<file path="src/rtl/mem_burst_requester_if.sv">
// Bundles the command, memory and response signals of the burst requester.
//
// Handshakes: the cmd_* and resp_* ports use strict valid/ready. A beat moves on a
// rising clk edge where valid && ready are both high. A source holds valid and its
// payload steady until that edge, and does not use ready to decide valid. A sink may
// raise or drop ready at any time. The mem_* port has no handshake: mem_en marks a
// single-cycle access.
interface mem_burst_requester_if #(
  parameter int ADDR_W = 4,
  parameter int DATA_W = 32
);
  logic              cmd_valid;
  logic              cmd_ready;
  logic              cmd_op;
  logic [ADDR_W-1:0] cmd_addr;
  logic [3:0]        cmd_len;
  logic [DATA_W-1:0] cmd_wdata;

  logic [ADDR_W-1:0] mem_address;
  logic [DATA_W-1:0] mem_data_in;
  logic              mem_op;
  logic              mem_en;
  logic [DATA_W-1:0] mem_data_out;
  logic              mem_valid_out;

  logic              resp_valid;
  logic              resp_ready;
  logic [DATA_W-1:0] resp_rdata;
  logic              resp_last;
  logic              resp_err;

  logic              busy;

  // Requester side.
  modport master (
    input  cmd_valid, cmd_op, cmd_addr, cmd_len, cmd_wdata,
    input  mem_data_out, mem_valid_out, resp_ready,
    output cmd_ready, mem_address, mem_data_in, mem_op, mem_en,
    output resp_valid, resp_rdata, resp_last, resp_err, busy
  );

  // Host and memory side.
  modport slave (
    output cmd_valid, cmd_op, cmd_addr, cmd_len, cmd_wdata,
    output mem_data_out, mem_valid_out, resp_ready,
    input  cmd_ready, mem_address, mem_data_in, mem_op, mem_en,
    input  resp_valid, resp_rdata, resp_last, resp_err, busy
  );
endinterface

</file>
<file path="src/rtl/mem_burst_requester.sv">
// Expands host burst commands into single-cycle accesses on a 16x32 memory. The burst
// address wraps around at the top of the address space.
// A write burst drives len+1 back-to-back writes and returns one completion beat.
// A read burst does issue / wait / respond once per word.
module mem_burst_requester #(
  parameter int ADDR_W     = 4,
  parameter int DATA_W     = 32,
  parameter int RD_LATENCY = 1
) (
  input  logic                  clk,
  input  logic                  rst,
  mem_burst_requester_if.master bus,
  output logic [1:0]            o_dbg_state
);

  localparam int WAIT_W = (RD_LATENCY < 2) ? 1 : $clog2(RD_LATENCY + 1);

  typedef enum logic [1:0] {
    S_IDLE  = 2'd0,
    S_ISSUE = 2'd1,
    S_WAIT  = 2'd2,
    S_RESP  = 2'd3
  } state_t;

  state_t              r_state;
  logic                r_op;
  logic [ADDR_W-1:0]   r_cur_addr;
  logic [3:0]          r_len;
  logic [3:0]          r_beat;
  logic [DATA_W-1:0]   r_wdata;
  logic [DATA_W-1:0]   r_rdata;
  logic                r_last;
  logic                r_err;
  logic [WAIT_W-1:0]   r_wait;

  logic w_issue;
  logic w_cmd_hs;
  logic w_resp_hs;

  assign w_issue   = (r_state == S_ISSUE);
  assign w_cmd_hs  = bus.cmd_valid && bus.cmd_ready;
  assign w_resp_hs = (r_state == S_RESP) && bus.resp_ready;

  // Every output is a decode of registered state. cmd_ready is also gated by rst, so
  // no command can be accepted during reset.
  assign bus.cmd_ready   = (r_state == S_IDLE) && !rst;
  assign bus.mem_en      = w_issue;
  assign bus.mem_op      = w_issue && r_op;
  assign bus.mem_address = r_cur_addr;
  assign bus.mem_data_in = (w_issue && r_op) ? r_wdata : '0;
  assign bus.resp_valid  = (r_state == S_RESP);
  assign bus.resp_rdata  = r_rdata;
  assign bus.resp_last   = r_last;
  assign bus.resp_err    = r_err;
  assign bus.busy        = (r_state != S_IDLE);
  assign o_dbg_state     = r_state;

  // Burst sequencer: latch the command, step through the beats, and hold each
  // response until it is taken.
  always_ff @(posedge clk) begin
    if (rst) begin
      r_state    <= S_IDLE;
      r_op       <= 1'b0;
      r_cur_addr <= '0;
      r_len      <= '0;
      r_beat     <= '0;
      r_wdata    <= '0;
      r_rdata    <= '0;
      r_last     <= 1'b0;
      r_err      <= 1'b0;
      r_wait     <= '0;
    end else begin
      case (r_state)
        S_IDLE: begin
          if (w_cmd_hs) begin
            r_op       <= bus.cmd_op;
            r_cur_addr <= bus.cmd_addr;
            r_len      <= bus.cmd_len;
            r_wdata    <= bus.cmd_wdata;
            r_beat     <= '0;
            r_state    <= S_ISSUE;
          end
        end
        S_ISSUE: begin
          if (r_op) begin
            if (r_beat != r_len) begin
              r_cur_addr <= r_cur_addr + ADDR_W'(1);
              r_beat     <= r_beat + 4'd1;
            end else begin
              // A write returns a single completion beat with no data.
              r_rdata <= '0;
              r_last  <= 1'b1;
              r_err   <= 1'b0;
              r_state <= S_RESP;
            end
          end else begin
            r_wait  <= WAIT_W'(RD_LATENCY);
            r_state <= S_WAIT;
          end
        end
        S_WAIT: begin
          r_wait <= r_wait - WAIT_W'(1);
          if (r_wait == WAIT_W'(1)) begin
            // The memory's valid flag is sticky, so err only means the memory has
            // never produced a read.
            r_rdata <= bus.mem_data_out;
            r_err   <= ~bus.mem_valid_out;
            r_last  <= (r_beat == r_len);
            r_state <= S_RESP;
          end
        end
        S_RESP: begin
          if (w_resp_hs) begin
            if (r_last) begin
              r_state <= S_IDLE;
            end else begin
              r_cur_addr <= r_cur_addr + ADDR_W'(1);
              r_beat     <= r_beat + 4'd1;
              r_state    <= S_ISSUE;
            end
          end
        end
        default: r_state <= S_IDLE;
      endcase
    end
  end

endmodule

</file>
<file path="src/flat_wrapper.sv">
// flat-port wrapper written by rule: the top's interface ports become plain ports
module mem_burst_requester_flat 
#(
  parameter int ADDR_W     = 4,
  parameter int DATA_W     = 32,
  parameter int RD_LATENCY = 1
)
  (clk, rst, o_dbg_state, bus_cmd_valid, bus_cmd_op, bus_cmd_addr, bus_cmd_len, bus_cmd_wdata, bus_mem_data_out, bus_mem_valid_out, bus_resp_ready, bus_cmd_ready, bus_mem_address, bus_mem_data_in, bus_mem_op, bus_mem_en, bus_resp_valid, bus_resp_rdata, bus_resp_last, bus_resp_err, bus_busy);
  mem_burst_requester_if #(.ADDR_W(ADDR_W), .DATA_W(DATA_W)) bus_i ();
  input  logic clk;
  input  logic rst;
  output logic [1:0] o_dbg_state;
  input wire logic [$bits(bus_i.cmd_valid)-1:0] bus_cmd_valid;
  input wire logic [$bits(bus_i.cmd_op)-1:0] bus_cmd_op;
  input wire logic [$bits(bus_i.cmd_addr)-1:0] bus_cmd_addr;
  input wire logic [$bits(bus_i.cmd_len)-1:0] bus_cmd_len;
  input wire logic [$bits(bus_i.cmd_wdata)-1:0] bus_cmd_wdata;
  input wire logic [$bits(bus_i.mem_data_out)-1:0] bus_mem_data_out;
  input wire logic [$bits(bus_i.mem_valid_out)-1:0] bus_mem_valid_out;
  input wire logic [$bits(bus_i.resp_ready)-1:0] bus_resp_ready;
  output wire logic [$bits(bus_i.cmd_ready)-1:0] bus_cmd_ready;
  output wire logic [$bits(bus_i.mem_address)-1:0] bus_mem_address;
  output wire logic [$bits(bus_i.mem_data_in)-1:0] bus_mem_data_in;
  output wire logic [$bits(bus_i.mem_op)-1:0] bus_mem_op;
  output wire logic [$bits(bus_i.mem_en)-1:0] bus_mem_en;
  output wire logic [$bits(bus_i.resp_valid)-1:0] bus_resp_valid;
  output wire logic [$bits(bus_i.resp_rdata)-1:0] bus_resp_rdata;
  output wire logic [$bits(bus_i.resp_last)-1:0] bus_resp_last;
  output wire logic [$bits(bus_i.resp_err)-1:0] bus_resp_err;
  output wire logic [$bits(bus_i.busy)-1:0] bus_busy;
  assign bus_i.cmd_valid = bus_cmd_valid;
  assign bus_i.cmd_op = bus_cmd_op;
  assign bus_i.cmd_addr = bus_cmd_addr;
  assign bus_i.cmd_len = bus_cmd_len;
  assign bus_i.cmd_wdata = bus_cmd_wdata;
  assign bus_i.mem_data_out = bus_mem_data_out;
  assign bus_i.mem_valid_out = bus_mem_valid_out;
  assign bus_i.resp_ready = bus_resp_ready;
  assign bus_cmd_ready = bus_i.cmd_ready;
  assign bus_mem_address = bus_i.mem_address;
  assign bus_mem_data_in = bus_i.mem_data_in;
  assign bus_mem_op = bus_i.mem_op;
  assign bus_mem_en = bus_i.mem_en;
  assign bus_resp_valid = bus_i.resp_valid;
  assign bus_resp_rdata = bus_i.resp_rdata;
  assign bus_resp_last = bus_i.resp_last;
  assign bus_resp_err = bus_i.resp_err;
  assign bus_busy = bus_i.busy;
  mem_burst_requester #(.ADDR_W(ADDR_W), .DATA_W(DATA_W), .RD_LATENCY(RD_LATENCY)) u_core (.clk(clk), .rst(rst), .bus(bus_i), .o_dbg_state(o_dbg_state));
endmodule
</file>
<file path="config.mk">
export PLATFORM = sky130hd
export DESIGN_NAME = mem_burst_requester_flat
export DESIGN_NICKNAME = d
export VERILOG_FILES = /design/src/rtl/mem_burst_requester_if.sv /design/src/rtl/mem_burst_requester.sv /design/src/flat_wrapper.sv
export SDC_FILE = /design/constraint.sdc
export NUM_CORES = 1
export LEC_CHECK = 0
export ABC_AREA = 0
export CORE_MARGIN = 1
export CORE_UTILIZATION = 45
export CTS_BUF_LIST = sky130_fd_sc_hd__clkbuf_4 sky130_fd_sc_hd__clkbuf_8
export CTS_CLUSTER_DIAMETER = 80
export CTS_CLUSTER_SIZE = 8
export DETAILED_ROUTE_END_ITERATION = 10
export HOLD_SLACK_MARGIN = 0.08
export PLACE_DENSITY = 0.89
export SYNTH_ARGS = -nofsm -noshare
export SYNTH_HDL_FRONTEND = slang
export SYNTH_SLANG_ARGS = --single-unit
</file>
<file path="constraint.sdc">
create_clock -name clk -period 2.2 [get_ports clk]
set_input_delay 0.22 -clock clk [delete_from_list [all_inputs] [get_ports clk]]
set_output_delay 0.22 -clock clk [all_outputs]
set_load 0.005 [all_outputs]
</file>
==> impl_results.md <==
* Vias in the first global route at ~3,400
* Initial Util at 0.463
* Final setup vio count at 0
* P&R area growth vs syn at 48.4%
* Most used DFF post-synth: dfxtp_1
* Layout Nets at 664
* Area leader, netlist: dfxtp_1
* Post-Syn Area at about 3800 µm²
* Worst Hold Class: input pin to flip-flop
* Initial antenna violation count at 0
* Die ar. at about 8800 µm²
* CP Launch Type: flip-flop
* Final Cycle Share at 0.964
* Post-synth top area share at 0.434
* RSZ-0062 raised after global routing: true
* Post-synthesis sequential area ratio at 0.434
* Net Count, Synth at 520
* Share of post-route cells with drive strength above 1 at 0.0685
* Vias per std cell at 5.02
* Syn Area/Cell at 8.70 µm²
* MaxCap Viol Count at 0
* Synth Register Bits at 82
* Worst-margin pin slew at 0.729 ns
* Die height at between 90 and 100 µm
* Fmax at 472 MHz
* CP Class: flip-flop to output pin
* Antenna Violating Nets Remaining at 0
* Min Hold Slack at 0.424 ns
* CP max FO at 32
* Synth area leaders: dfxtp_1 43%, mux2i_1 10%, nand2b_1 6.4%, and2_1 5.5%, o21ai_0 5.4%
* Worst Setup End Kind: output pin
* Fin. Hold Viols at 0
* Drt total wl at 9790 µm
* Final design area excluding fillers at 5620 µm²
* Total global routing overflow at 0
* Netlist cell types at 37
* Ys Warns at 0
* Largest net degree at the start of global routing at 83
* Pre-CTS setup slack at 0.151 ns
* Req. time, crit path at 1.98 ns
* Ys async rst share at 0
* Util after Layout at 0.687
* Antenna cells at 0
* Drc violations at 0
* TritonCTS clock tree: done
* Core area at 8180 µm²
* Iter 0 DRT Violations at 103
* IO Pins at 155
* Pwr Density at 838 nW/µm²
* Hold_buf cts at 0
* Total GRT Usage at 0.226
* Die width at 93.7 µm
* Buffers on Ports at 154
* Cts bufs inserted at 9
* Clock sink total at approximately 80
* Post-layout minimum cycle time at 2.12 ns
* CTS HTree Levels at 3
* Post-synth EDFFs at 0
* Cells after Synth at 435
* First-pass GRT wire length at 15,700 µm
* Wire per inst at 14.2 µm
* Num rows at 33
* Rel. slew slack at 0.514
* Top post-synthesis cells by count: 82 x dfxtp_1, 45 x nand2_1, 42 x nor2_1
* Insertion delay to the later sink of the worst-skew pair at 0.35 ns
* CTS clk-pin slew, worst paths at 0.08 ns
* Critical Path AT at between 1.5 and 2 ns
* Total vias in the final route at 3,457
* Maximum vdd drop at 0.000468 V
* Pre-antenna DRT Iters at 4
* Leak at roughly 2.2 nW
* Detailed Place HPWL at 6880 µm
* DP Area at 5400 µm²
* Max-slew violation count at 0
* CTS max path bufs at 2
* Reg2reg path depth at 8
* GPL Wtd Cong at ~0.85
* Root Buffer: clkbuf_8
* Final Worst Setup Slack at 0.0796 ns
* Skew final at 0.0124 ns
* Hold path depth at 3
* Count leader, synth: dfxtp_1
* Status: finished clean
-- worst max-delay path, cell delays in order (launching register included) --
cell,delay (ns)
dfxtp_2,0.35
inv_1,0.09
ha_2,0.22
buf_12,0.17
and3_1,0.18
clkdlybuf4s50_1,0.54
-- layout make-up --
| class | instances | area [µm²] |
|---|---|---|
| Fill cell | 660 | 2560 |
| Clock inverter | 5 | 55.1 |
| Inverter | 7 | 26.3 |
| Tap cell | 105 | 131 |
| Multi-Input combinational cell | 313 | 1960 |
| Clock buffer | 11 | 139 |
| Timing Repair Buffer | 166 | 1660 |
| Sequential cell | 82 | 1640 |
-- per-stage QoR --
| step | cells | TNS, ns | power, mW |
|---|---|---|---|
| 2_1_floorplan | 435 | 0 | 2.94 |
| 3_3_place_gp | 672 | 0 | 3.52 |
| 3_5_place_dp | 672 | 0 | 3.60 |
| 4_1_cts | 688 | 0 | 4.69 |
| 5_1_grt | 689 | -0.310 | 5.01 |
| 6_report | 689 | 0 | 4.71 |
-- path summary, 6_finish.rpt --
path                                            start                   endpoint  slack [ns]
worst max register to register  u_core.o_dbg_state[1]  u_core.bus.resp_rdata[30]        0.20
worst min register to register     u_core.r_wdata[17]         u_core.r_wdata[17]        0.47
worst max-delay path            u_core.o_dbg_state[1]         bus_mem_data_in[4]        0.08
worst min-delay path                 bus_cmd_wdata[2]          u_core.r_wdata[2]        0.42
-- layer usage --
metal | vias up | GRT usage | part of all wire
met5 | - | 0 | 0
li1 | 1722 | - | -
met2 | 148 | 0.378 | 0.46
met4 | 0 | 0.0756 | 0.012
met1 | 1576 | 0.262 | 0.41
met3 | 11 | 0.0914 | 0.11
-- flip-flops by register name, indices dropped and copies added, names as in the netlist --
signal / flops
u_core.bus.resp_rdata: 32
u_core.r_wdata: 32
u_core.bus.mem_address: 4
u_core.r_beat: 4
u_core.r_len: 4
u_core.o_dbg_state: 2
u_core.bus.resp_err: 1
u_core.bus.resp_last: 1
u_core.r_op: 1
u_core.r_wait: 1
-- placed cells by master, fill, tap and decap left out, types with 3 or more instances in the layout --
cell type        Yosys  layout
clkbuf_8             0       9
a21oi_1              5       5
mux2i_1             38      38
nand2_1             45      45
and3_1              32      32
o21ai_0             41      41
nand2b_1            39      39
inv_1                7       7
nor2b_1              5       5
dfxtp_1             82      81
buf_4                0       9
ha_1                 7       6
and2_1              33      32
nor2_1              42      42
buf_12               0       3
clkdlybuf4s50_1      0     152
-- cell families (layout without fill, tap and decap cells) --
logic type | Yosys count | count (layout) | synth area share
AOI/OAI and AO/OA | 57 | 57 | 0.0896
xor gates and xnor gates | 4 | 4 | 0.0132
adders and majority gates | 7 | 7 | 0.0231
buffers and inverters | 40 | 189 | 0.0509
DFF | 82 | 82 | 0.434
muxes | 39 | 39 | 0.103
and+or+nand+nor | 206 | 206 | 0.286
-- power breakdown --
group / internal, mW / switching (mW)
Combinational: 0.892 / 0.870
Sequential: 1.71 / 0.164
Clock: 0.546 / 0.520
Total: 3.15 / 1.55
-- repair_timing --
| item | CTS | global route |
|---|---|---|
| resized for setup | 4 | 3 |
| gates cloned | 0 | 0 |
| buffers inserted | 0 | 1 |
| endpoints found under the setup margin | 32 | 35 |
Power figures use the tool's default switching activity.
